**src/rtl/result_bus_arbiter.sv**
```systemverilog
// result_bus_arbiter: shares one ROB result-write bus between the ADD and MUL units.
// Each FU result is queued in its own FIFO, then granted round-robin into a
// registered valid/ready output stage.
// Ports:
//   clk, reset (sync, active-low), flush (sync squash of everything queued or on the bus)
//   add_valid/add_tag/add_value -> add_ready : ADD result input with backpressure
//   mul_valid/mul_tag/mul_value -> mul_ready : MUL result input with backpressure
//   bus_valid/bus_tag/bus_value/bus_src <- bus_ready : result bus to the ROB (src 0=ADD, 1=MUL)
//   add_occ, mul_occ : per-source FIFO occupancy (0..DEPTH)

// result_fifo: one per-source result queue with a separate occupancy counter
module result_fifo #(
  parameter int DEPTH  = 4,
  parameter int TAG_W  = 3,
  parameter int DATA_W = 32,
  localparam int PW = $clog2(DEPTH),
  localparam int OW = $clog2(DEPTH) + 1
) (
  input  logic              clk,
  input  logic              reset,
  input  logic              flush,
  input  logic              push,
  input  logic [TAG_W-1:0]  push_tag,
  input  logic [DATA_W-1:0] push_value,
  input  logic              pop,
  output logic [TAG_W-1:0]  head_tag,
  output logic [DATA_W-1:0] head_value,
  output logic [OW-1:0]     occ,
  output logic              ready
);
  logic [TAG_W+DATA_W-1:0] mem [DEPTH];
  logic [PW-1:0] wr_ptr, rd_ptr;
  logic push_ok;
  // ready comes only from registered occupancy, so a full FIFO refuses even when popping
  assign ready = reset & (occ != OW'(DEPTH));
  assign push_ok = push & ready;
  assign {head_tag, head_value} = mem[rd_ptr];
  always_ff @(posedge clk)
    if (push_ok) mem[wr_ptr] <= {push_tag, push_value};
  always_ff @(posedge clk) begin
    if (!reset || flush) begin
      wr_ptr <= '0;
      rd_ptr <= '0;
      occ    <= '0;
    end else begin
      if (push_ok) wr_ptr <= wr_ptr + 1'b1;
      if (pop) rd_ptr <= rd_ptr + 1'b1;
      occ <= occ + OW'(push_ok) - OW'(pop);
    end
  end
endmodule

module result_bus_arbiter #(
  parameter int DEPTH  = 4,
  parameter int TAG_W  = 3,
  parameter int DATA_W = 32,
  localparam int OW = $clog2(DEPTH) + 1
) (
  input  logic              clk,
  input  logic              reset,
  input  logic              flush,
  input  logic              add_valid,
  input  logic [TAG_W-1:0]  add_tag,
  input  logic [DATA_W-1:0] add_value,
  output logic              add_ready,
  input  logic              mul_valid,
  input  logic [TAG_W-1:0]  mul_tag,
  input  logic [DATA_W-1:0] mul_value,
  output logic              mul_ready,
  output logic              bus_valid,
  output logic [TAG_W-1:0]  bus_tag,
  output logic [DATA_W-1:0] bus_value,
  output logic              bus_src,
  input  logic              bus_ready,
  output logic [OW-1:0]     add_occ,
  output logic [OW-1:0]     mul_occ
);
  typedef enum logic {SRC_ADD = 1'b0, SRC_MUL = 1'b1} src_t;
  src_t last_grant;
  logic [TAG_W-1:0] add_head_tag, mul_head_tag;
  logic [DATA_W-1:0] add_head_value, mul_head_value;
  logic add_ne, mul_ne, load, pop, grant_mul;
  result_fifo #(.DEPTH(DEPTH), .TAG_W(TAG_W), .DATA_W(DATA_W)) u_add (
    .clk(clk), .reset(reset), .flush(flush),
    .push(add_valid), .push_tag(add_tag), .push_value(add_value),
    .pop(pop & !grant_mul),
    .head_tag(add_head_tag), .head_value(add_head_value),
    .occ(add_occ), .ready(add_ready)
  );
  result_fifo #(.DEPTH(DEPTH), .TAG_W(TAG_W), .DATA_W(DATA_W)) u_mul (
    .clk(clk), .reset(reset), .flush(flush),
    .push(mul_valid), .push_tag(mul_tag), .push_value(mul_value),
    .pop(pop & grant_mul),
    .head_tag(mul_head_tag), .head_value(mul_head_value),
    .occ(mul_occ), .ready(mul_ready)
  );
  // The output register refills when empty or when its result is taken this cycle,
  // which sustains one result per cycle and keeps a stalled result stable.
  always_comb begin
    add_ne    = add_occ != '0;
    mul_ne    = mul_occ != '0;
    load      = !bus_valid || bus_ready;
    grant_mul = mul_ne && (!add_ne || last_grant == SRC_ADD);
    pop       = load && (add_ne || mul_ne);
  end
  always_ff @(posedge clk) begin
    if (!reset || flush) begin
      bus_valid  <= 1'b0;
      bus_tag    <= '0;
      bus_value  <= '0;
      bus_src    <= 1'b0;
      last_grant <= SRC_MUL;
    end else if (load) begin
      bus_valid <= pop;
      if (pop) begin
        bus_tag    <= grant_mul ? mul_head_tag : add_head_tag;
        bus_value  <= grant_mul ? mul_head_value : add_head_value;
        bus_src    <= grant_mul;
        last_grant <= grant_mul ? SRC_MUL : SRC_ADD;
      end
    end
  end
endmodule
```
**config.mk**
```make
export PLATFORM = sky130hd
export DESIGN_NAME = result_bus_arbiter
export DESIGN_NICKNAME = d
export VERILOG_FILES = /design/src/rtl/result_bus_arbiter.sv
export SDC_FILE = /design/constraint.sdc
export NUM_CORES = 1
export LEC_CHECK = 0
export ABC_AREA = 1
export BUFFER_PORTS_ARGS = -buffer_cell sky130_fd_sc_hd__buf_2
export CORE_ASPECT_RATIO = 0.9
export CORE_MARGIN = 3
export CORE_UTILIZATION = 50
export CTS_CLUSTER_DIAMETER = 30
export DETAILED_ROUTE_END_ITERATION = 8
export GPL_TIMING_DRIVEN = 0
export MAX_ROUTING_LAYER = met4
export PLACE_DENSITY = 0.69
export SYNTH_ARGS = -nofsm -noshare
export SYNTH_HDL_FRONTEND = slang
export SYNTH_SLANG_ARGS = --single-unit
```
**constraint.sdc**
```tcl
create_clock -name clk -period 3.5 [get_ports clk]
set_clock_uncertainty 0.15 [all_clocks]
set_input_delay 0.875 -clock clk [delete_from_list [all_inputs] [get_ports clk]]
set_output_delay 0.875 -clock clk [all_outputs]
set_load 0.05 [all_outputs]
```
==> results of run 1 <==
## kinds of logic (layout without fill, tap and decap cells)
group,Yosys count,in the layout
AND/OR/NAND/NOR,742,742
adder cells (fa/ha/maj),14,14
AO/OA/AOI/OAI,22,22
flip-flops,336,336
XOR/XNOR,4,4
buffers and inverters,347,593
## final timing paths
| path | from | to | slack, ps | cells after the start |
|---|---|---|---|---|
| worst max-delay path | bus_ready | u_add.occ[2]$_SDFF_PP0_ | 640 | 12 |
| worst min-delay path | bus_src$_SDFFE_PP0P_ | bus_src$_SDFFE_PP0P_ | 340 | 2 |
| worst max register to register | bus_valid$_SDFFE_PP0P_ | u_add.occ[2]$_SDFF_PP0_ | 680 | 12 |
| worst min register to register | bus_src$_SDFFE_PP0P_ | bus_src$_SDFFE_PP0P_ | 340 | 2 |
## state kept, by name, indices dropped and copies added (netlist names), named ones only
signal / count
bus_src: 1
bus_tag: 3
bus_valid: 1
bus_value: 32
last_grant: 1
u_add.mem: 140
u_add.occ: 3
u_add.rd_ptr: 2
u_add.wr_ptr: 2
u_mul.mem: 140
u_mul.occ: 3
u_mul.rd_ptr: 2
u_mul.wr_ptr: 2
## placed cells by master (no fill, tap or decap)
cell type and n:
edfxtp_1 280, a31oi_1 1, nor2_2 2, xor2_1 4, o21ai_2 1, fa_1 2, nand2_4 2, clkbuf_1 48
buf_4 1, buf_6 5, nor2_4 12, inv_1 276, buf_12 5, or2_2 1, nand3_2 1, inv_6 1
clkbuf_8 3, nor2_1 9, bufinv_16 8, clkinv_1 8, a21oi_1 13, clkbuf_16 71, buf_2 145, clkinv_2 8
nand2_1 504, buf_1 1, nand3_1 211, dfxtp_1 56, ha_1 12, clkinvlp_4 6, a21oi_4 1, inv_2 4
o21ai_0 6, clkinv_4 1, buf_16 2
## metal layers
layer	GRT usage	vias up
met5	-	-
met4	0.0806	0
met3	0.0432	76
met2	0.362	309
met1	0.303	4879
li1	-	5046
## per-stage QoR
step           utilization  total power [mW]  cells  cell area (sq um)
2_1_floorplan            -              8.52   1465              14400
3_3_place_gp         0.550              9.78   1945              15400
3_5_place_dp         0.557              9.93   1952              15600
4_1_cts              0.636              16.3   2071              17900
5_1_grt              0.636              17.1   2071              17900
6_report             0.636              16.2   2071              17900
## power groups by stage
| stage | sequential (mW) | combinational [mW] | clock, mW |
|---|---|---|---|
| final | 4.95 | 4.97 | 6.29 |
| after global routing | 4.97 | 5.51 | 6.59 |
| after CTS | 4.94 | 4.98 | 6.35 |
| after detailed placement | 5.01 | 4.92 | 0 |
| after global placement | 5.00 | 4.78 | 0 |
| after floorplan | 5.65 | 2.87 | 0 |
## area by class of cell
type / count / area [sq um]
Fill cell: 2179 / 10200
Sequential cell: 336 / 9530
Multi-Input combinational cell: 782 / 3520
Clock buffer: 90 / 1880
Inverter: 283 / 1060
Timing Repair Buffer: 127 / 756
Tap cell: 360 / 450
Clock inverter: 29 / 362
Buffer: 64 / 313
## worst max-delay path, cell delays in order
cell	delay, ps
buf_2	110
nor2_4	210
inv_2	150
o21ai_2	140
buf_4	240
nor2_2	90
ha_1	290
inv_1	40
ha_1	180
fa_1	390
or2_2	310
a21oi_1	120
==> metrics.cfg, run 1 <==
[run_status]
status=finished, final reports clean

[power_and_ir_drop]
pwr-share-comb=0.306
pwr_density_cell_nw_per_um2=907
leakagePower_nw=8.27
p_int_mw=10.5
pwr-share-seq=0.305
power_switching_mw=5.74
ir_worst_vdd_mv=0.843
clkPwrFrac=0.388
p_sw_frac=0.354

[clocking]
clockBufferDepth=3
clk_latency_ps=540
cts-resized-gates=0
h-tree-depth=3
cts_root_buf=clkbuf_16
clk_pin_slew_ps=50
post_cts_buffers=0
cts_sinks=336
cts_tree=done
cts_made_buffers=68
cts_hold_buf=0

[floorplan]
die_h_um=167
start_util=0.511
fp.coreArea_sq_um=28100
rows=58
die_w_um=185
ios=121
dieArea_sq_um=30800

[yosys]
synthTopCellsByCount=504 x nand2_1, 280 x edfxtp_1, 276 x inv_1, 211 x nand3_1, 56 x dfxtp_1
synthXorXnorAreaFrac=0.00244
ys_top_cells_by_area=edfxtp_1 59%, nand2_1 13%, dfxtp_1 7.8%, nand3_1 7.4%, inv_1 7.2%
synthSimpleGateAreaFrac=0.216
ys.flop_type=edfxtp_1
synth_seq_cells=336
synth-edff-count=280
netlist_area_sq_um=14400
synth_fp_nets=1555
yosysTopAreaCell=edfxtp_1
synth_top_area_frac=0.585
synth.avg_cell_area_sq_um=9.80
synth_top_family_by_area=simple AND/OR/NAND/NOR gates
syn_inst=1465
ys_seq_area_frac=0.663
synth_compound_area_frac=0.00880
ys_warn_count=0
async_flop_share=0
yosysMostFrequentCell=nand2_1
synthAdderAreaFrac=0.0132
synth_cell_types=26
synth_mux_area_frac=0

[detailed_routing]
wl_met1_um=15200
dr.pass1.iters=5
avgViaCountPerCell=4.98
route.met2.wl_um=16300
antenna_left=0
dr_wl_met3_um=2110
post_drt_wl_per_cell_um=16.7
highest_layer=met4
postRouteWirelength_um=34500
num_vias=10300
drc_errors=0
drtIter0Drc=712

[timing]
max_slew_margin=0.204
final.setup.tns_ps=0
final.setup.worst_slack_ps=642
fmax_ghz=0.350
drv_slew=0
tightest_slew_ps=1190
setup-violations-final=0
timing.hold.ws_ps=337
hold_viol=0
rsz0062_at_grt=no
period_share=0.816
fin_crit_ps=2860

[hold_path]
hold_path_class=reg -> reg

[cells_and_area]
syn2layout_area_growth_pct=24.4
layout.nets=1752
antenna_cells=0
drive_gt1_frac=0.164

[global_routing]
gr-usage-all-layers=0.231
antenna_found_initial=0
grt_pass1_wl_um=53200
overflow=0
grt_max_degree=36
grt_pass1_vias=10100

[placement]
place_ws_ps=147
routabilityCongestion=0.844
port_buffers=120
dp_hpwl_um=22400

[critical_path]
arrival_ps=3160
endpoint_kind=flip-flop
start_kind=input port
worstSetupPathType=in -> reg
worstPathMaxFanout=10
cp_data_required_time_ps=3810

[flow_run]
maxCapViolCount=0

(Power assumes the default switching activity.)
==> run 2, diff against run 1 <==
--- a/config.mk
+++ b/config.mk
@@ -5,7 +5,7 @@
 export SDC_FILE = /design/constraint.sdc
 export NUM_CORES = 1
 export LEC_CHECK = 0
-export ABC_AREA = 1
+export ABC_AREA = 0
 export BUFFER_PORTS_ARGS = -buffer_cell sky130_fd_sc_hd__buf_2
 export CORE_ASPECT_RATIO = 0.9
 export CORE_MARGIN = 3
@@ -14,7 +14,7 @@
 export DETAILED_ROUTE_END_ITERATION = 8
 export GPL_TIMING_DRIVEN = 0
 export MAX_ROUTING_LAYER = met4
-export PLACE_DENSITY = 0.69
+export PLACE_DENSITY = 0.72
 export SYNTH_ARGS = -nofsm -noshare
 export SYNTH_HDL_FRONTEND = slang
 export SYNTH_SLANG_ARGS = --single-unit
==> constraint.sdc (replaced) <==
create_clock -name clk -period 2.4 [get_ports clk]
set_clock_uncertainty 0.15 [all_clocks]
set_input_delay 0.6 -clock clk [delete_from_list [all_inputs] [get_ports clk]]
set_output_delay 0.6 -clock clk [all_outputs]
set_load 0.05 [all_outputs]
==> metrics.cfg, run 2 <==
[run_status]
status=finished, violations left
violations=negative setup slack

[yosys]
yosysTopAreaCell=edfxtp_1
synthAdderAreaFrac=0.0154
synth.avg_cell_area_sq_um=20.7
synth-edff-count=280
synth_cell_types=29
synth_compound_area_frac=0.0374
syn_inst=598
netlist_area_sq_um=12400
ys_warn_count=0
synth_mux_area_frac=0.129
synthTopCellsByCount=280 x edfxtp_1, 70 x mux4_2, 56 x dfxtp_1, 47 x nor2_1, 35 x a222oi_1
ys_top_cells_by_area=edfxtp_1 68%, mux4_2 13%, dfxtp_1 9.0%, a222oi_1 2.8%, nor2_1 1.4%
synth_fp_nets=688
synthSimpleGateAreaFrac=0.0260
ys.flop_type=edfxtp_1
synth_top_family_by_area=multiplexers
async_flop_share=0
yosysMostFrequentCell=edfxtp_1
synthXorXnorAreaFrac=0.00566
synth_top_area_frac=0.679
synth_seq_cells=336
ys_seq_area_frac=0.769

[cells_and_area]
final_cell_mix=280 x edfxtp_1, 132 x buf_2, 70 x mux4_2
fin_cells=1139
reg_top3=u_add.mem x140, u_mul.mem x140, bus_value x32
drive_gt1_frac=0.420
final_common_cell=edfxtp_1
layout.nets=869
syn2layout_area_growth_pct=25.2

[detailed_routing]
post_drt_wl_per_cell_um=24.3
avgViaCountPerCell=5.82
dr.pass1.iters=5
num_vias=6634
postRouteWirelength_um=27700
drtIter0Drc=736
drc_errors=0
antenna_left=0

[global_routing]
grt_pass1_wl_um=42000
grt_pass1_vias=7117
grt_max_degree=36
overflow=0
antenna_found_initial=7
gr-usage-all-layers=0.218

[timing]
setup-violations-final=63
final.setup.worst_slack_ps=-74.1
hold_viol=0
max_slew_margin=0.290
tightest_slew_ps=1070
period_share=1.03
fin_crit_ps=2470
fmax_ghz=0.404
drv_slew=0
rsz0062_at_grt=yes

[critical_path]
arrival_ps=2720
worstPathMaxFanout=3
endpoint_kind=flip-flop
cp_slowest_cell=or3_4
reg2reg_slack_ps=-70
critical_path.most_common_cell=ha_4
crit-reg2reg-launch=u_add.occ[1]$_SDFF_PP0_
r2r_cells=10
cp_data_required_time_ps=2650
slowest_delay_ps=420
crit_chain=or3_4, a211oi_4, buf_6, ha_4, inv_2, ha_4, fa_2, xnor2_2, xnor2_1, nor2_1
rr_endpoint=u_mul.occ[2]$_SDFF_PP0_
worstSetupPathType=reg -> reg
start_kind=flip-flop

[hold_path]
min_from=mul_value[22]
holdPathStages=1
hold_path_class=in -> reg
hold_end=u_mul.mem[0][22]$_DFFE_PP_

[clocking]
clk_pin_slew_ps=70
cts_root_buf=clkbuf_16
cts_made_buffers=53
cts_sinks=336
clockBufferDepth=3
h-tree-depth=2
cts_tree=done
clk_latency_ps=550

[floorplan]
die_w_um=172
ios=121
dieArea_sq_um=26700
die_h_um=155
rows=54
start_util=0.509
fp.coreArea_sq_um=24300

[placement]
place_ws_ps=-447
dp.cells=1026
port_buffers=120
routabilityCongestion=0.799
dp_hpwl_um=16700

[power_and_ir_drop]
ir_worst_vdd_mv=0.704
leakagePower_nw=5.40
pwr_density_cell_nw_per_um2=1320

[flow_run]
maxCapViolCount=0

==> run 2: changes by cell type after synthesis, moves of 9 or more <==
| cell | change |
|---|---|
| a21oi_1 | -10 |
| a222oi_1 | +35 |
| and2_1 | +12 |
| buf_2 | -9 |
| clkbuf_1 | -16 |
| inv_1 | -262 |
| mux4_2 | +70 |
| nand2_1 | -502 |
| nand3_1 | -211 |
| nor2_1 | +30 |
==> run 2: worst max path at each step <==
stage	start	endpoint
after global placement	u_add.occ[1]$_SDFF_PP0_	u_mul.occ[2]$_SDFF_PP0_
after global routing	u_mul.occ[2]$_SDFF_PP0_	u_mul.mem[3][29]$_DFFE_PP_
after floorplan	u_add.occ[1]$_SDFF_PP0_	u_mul.occ[2]$_SDFF_PP0_
after detailed placement	u_add.occ[1]$_SDFF_PP0_	u_mul.occ[2]$_SDFF_PP0_
final	u_add.occ[1]$_SDFF_PP0_	u_mul.occ[2]$_SDFF_PP0_
after CTS	u_add.occ[2]$_SDFF_PP0_	u_mul.occ[2]$_SDFF_PP0_
==> run 2: through the flow <==
step                      hold slack [ps]   util  TNS (ps)  total power [mW]  area (sq um)
after floorplan                       349      -      -452              10.8         12500
after global placement                352  0.553    -57470              12.0         13500
after detailed placement              364  0.553    -71530              12.2         13500
after CTS                            91.6  0.635     -3270              20.4         15400
after global routing                 97.4  0.638    -10320              21.2         15500
final                                 113  0.638     -1170              20.4         15500
==> run 2: cell families after synthesis <==
logic type	after synthesis
DFF	336
AOI/OAI and AO/OA	48
buffers and inverters	49
muxes	72
xor gates and xnor gates	8
and+or+nand+nor	71
adders and majority gates	14
==> run 2: final cells by class <==
cell class | count | area (sq um)
Antenna cell | 7 | 17.5
Buffer | 32 | 173
Clock buffer | 60 | 1420
Clock inverter | 40 | 524
Fill cell | 1625 | 8820
Inverter | 14 | 52.6
Multi-Input combinational cell | 213 | 2730
Sequential cell | 336 | 9540
Tap cell | 308 | 385
Timing Repair Buffer | 129 | 668
==> run 2: critical path: cells and delay by family, from the launching register on <==
kind | cells | cell delay (ps)
AND/OR/NAND/NOR | 2 | 480
XOR/XNOR | 2 | 290
adder cells (fa/ha/maj) | 3 | 630
buffers and inverters | 2 | 190
flip-flops | 1 | 340
AO/OA/AOI/OAI | 1 | 260
==> run 2: power by group <==
| part | switching, mW | internal, mW | total, mW | leakage, nW |
|---|---|---|---|---|
| Clock | 2.80 | 5.29 | 8.08 | 0.932 |
| Combinational | 3.28 | 2.02 | 5.30 | 1.47 |
| Sequential | 0.277 | 6.77 | 7.05 | 3.00 |
| Total | 6.36 | 14.1 | 20.4 | 5.40 |
==> run 2: per-layer routing <==
layer  vias up  global-route usage  routed length [um]
met1      3402               0.274               10500
met5         -                   -                   0
met4         0              0.0650                 555
met2       322               0.361               14300
met3        44              0.0485                2340
li1       2866                   -                   -
==> run 2: timing repair <==
action,CTS,global route
setup buffers,5,4
pin swaps,5,3
hold buffers,0,0
gates resized for setup,12,8
endpoints found under the setup margin,29,156
==> run 3, diff against run 2 <==
--- a/config.mk
+++ b/config.mk
@@ -7,7 +7,6 @@
 export LEC_CHECK = 0
 export ABC_AREA = 0
 export BUFFER_PORTS_ARGS = -buffer_cell sky130_fd_sc_hd__buf_2
-export CORE_ASPECT_RATIO = 0.9
 export CORE_MARGIN = 3
 export CORE_UTILIZATION = 50
 export CTS_CLUSTER_DIAMETER = 30
==> metrics.cfg, run 3 (synthesis gave the netlist of run 2 again) <==
[run_status]
status=finished, violations left
violations=negative setup slack

[critical_path]
crit_family=simple AND/OR/NAND/NOR gates
rr_endpoint=u_mul.mem[3][24]$_DFFE_PP_
crit_end=u_mul.mem[3][24]$_DFFE_PP_
cp_num_cells=4
r2r_cells=4
start_kind=flip-flop
endpoint_kind=flip-flop
crit_chain=inv_1, o311a_1, clkbuf_1, and2_2
worst-path-buf-inv=2
crit-reg2reg-launch=u_mul.occ[2]$_SDFF_PP0_
cp_data_required_time_ps=2420
slowest_delay_ps=940
crit_start=u_mul.occ[2]$_SDFF_PP0_
cp_slowest_cell=and2_2
reg2reg_slack_ps=-130
arrival_ps=2550
worstSetupPathType=reg -> reg
worstPathMaxFanout=35

[global_routing]
overflow=0
antenna_found_initial=5
gr-usage-all-layers=0.218
grt_pass1_vias=7330
grt_pass1_wl_um=42000
grt_max_degree=36

[detailed_routing]
drtIter0Drc=764
avgViaCountPerCell=5.77
num_vias=6651
dr.pass1.iters=5
postRouteWirelength_um=27700
antenna_left=0
post_drt_wl_per_cell_um=24.1
drc_errors=0

[clocking]
clk_latency_ps=560
cts_hold_buf=0
clockBufferDepth=3
cts_sinks=336
cts_tree=done
cts_made_buffers=57
h-tree-depth=2
cts_root_buf=clkbuf_16
clk_pin_slew_ps=50

[placement]
dp_hpwl_um=16600
place_ws_ps=-430
port_buffers=120
routabilityCongestion=0.757

[cells_and_area]
seqCellArea_sq_um=9540
n_fill_cell=1608
final_common_cell=edfxtp_1
drive_gt1_frac=0.414
layout.nets=870
reg_top3=u_add.mem x140, u_mul.mem x140, bus_value x32
final_cell_mix=280 x edfxtp_1, 132 x buf_2, 70 x mux4_2
multi_input_area_sq_um=2730
syn2layout_area_growth_pct=24.4

[floorplan]
dieArea_sq_um=26700
die_w_um=163
rows=56
ios=121
fp.coreArea_sq_um=23900
start_util=0.519
die_h_um=163

[timing]
hold_viol=0
tightest_slew_ps=1060
period_share=1.05
final.setup.worst_slack_ps=-128
fmax_ghz=0.396
max_slew_margin=0.294
fin_crit_ps=2530
rsz0062_at_grt=yes
setup-violations-final=141
drv_slew=0

[flow_run]
maxCapViolCount=0

[power_and_ir_drop]
leakagePower_nw=5.35
ir_worst_vdd_mv=0.786
pwr_density_cell_nw_per_um2=1290
p_total_mw=19.9

[hold_path]
hold_path_class=in -> reg

==> run 3: worst reg2reg max path: stages, from the launching register on <==
cell	delay, ps
dfxtp_1	380
inv_1	110
o311a_1	170
clkbuf_1	370
and2_2	940
==> run 3: through the flow <==
stage | hold slack, ps | TNS, ps | std cells | area [sq um] | utilization
2_1_floorplan | 349 | -452 | 598 | 12500 | -
3_3_place_gp | 325 | -69220 | 1037 | 13500 | 0.564
3_5_place_dp | 341 | -97310 | 1037 | 13500 | 0.564
4_1_cts | 74.0 | -12620 | 1148 | 15400 | 0.644
5_1_grt | 82.2 | -30700 | 1152 | 15400 | 0.645
6_report | 97.1 | -14640 | 1152 | 15400 | 0.645
==> run 3: repair_timing <==
item                       4_1_cts  5_1_grt
gates resized for setup         11        8
setup endpoints to repair      276      162
pin swaps                        5        5
gates cloned                     0        0
buffers inserted                 5        0
==> run 3: power by group <==
| group | internal [mW] | switching (mW) | total [mW] |
|---|---|---|---|
| logic | 1.94 | 3.32 | 5.26 |
| clock network | 4.79 | 2.80 | 7.59 |
| registers | 6.77 | 0.255 | 7.03 |
==> run 3: cell type report <==
type                    instances  area share
repair buffers                125      0.0414
multi-input cells             213       0.177
flip-flops and latches        336       0.619
clock inverters                43      0.0253
clock buffers                  64      0.0956
diodes                          5    0.000812
inverters                      14     0.00357
plain buffers                  33      0.0114
well taps                     319      0.0259
==> run 3: layer usage <==
metal | up-vias | wire length (um) | GRT usage
met1 | 3429 | 10900 | 0.276
met4 | 0 | 620 | 0.0734
met3 | 61 | 2070 | 0.0515
li1 | 2866 | - | -
met5 | - | 0 | -
met2 | 295 | 14200 | 0.353
==> run 3: worst min-delay path by stage <==
stage | startpoint | depth (start not counted) | endpoint
floorplan | u_mul.rd_ptr[1]$_SDFFE_PP0P_ | 2 | flip-flop
global placement | bus_src$_SDFFE_PP0P_ | 2 | bus_src$_SDFFE_PP0P_
detailed placement | bus_src$_SDFFE_PP0P_ | 2 | bus_src$_SDFFE_PP0P_
CTS | add_value[3] | 1 | u_add.mem[3][3]$_DFFE_PP_
global route | add_value[13] | 1 | u_add.mem[3][13]$_DFFE_PP_
finish | add_value[3] | 1 | u_add.mem[2][3]$_DFFE_PP_
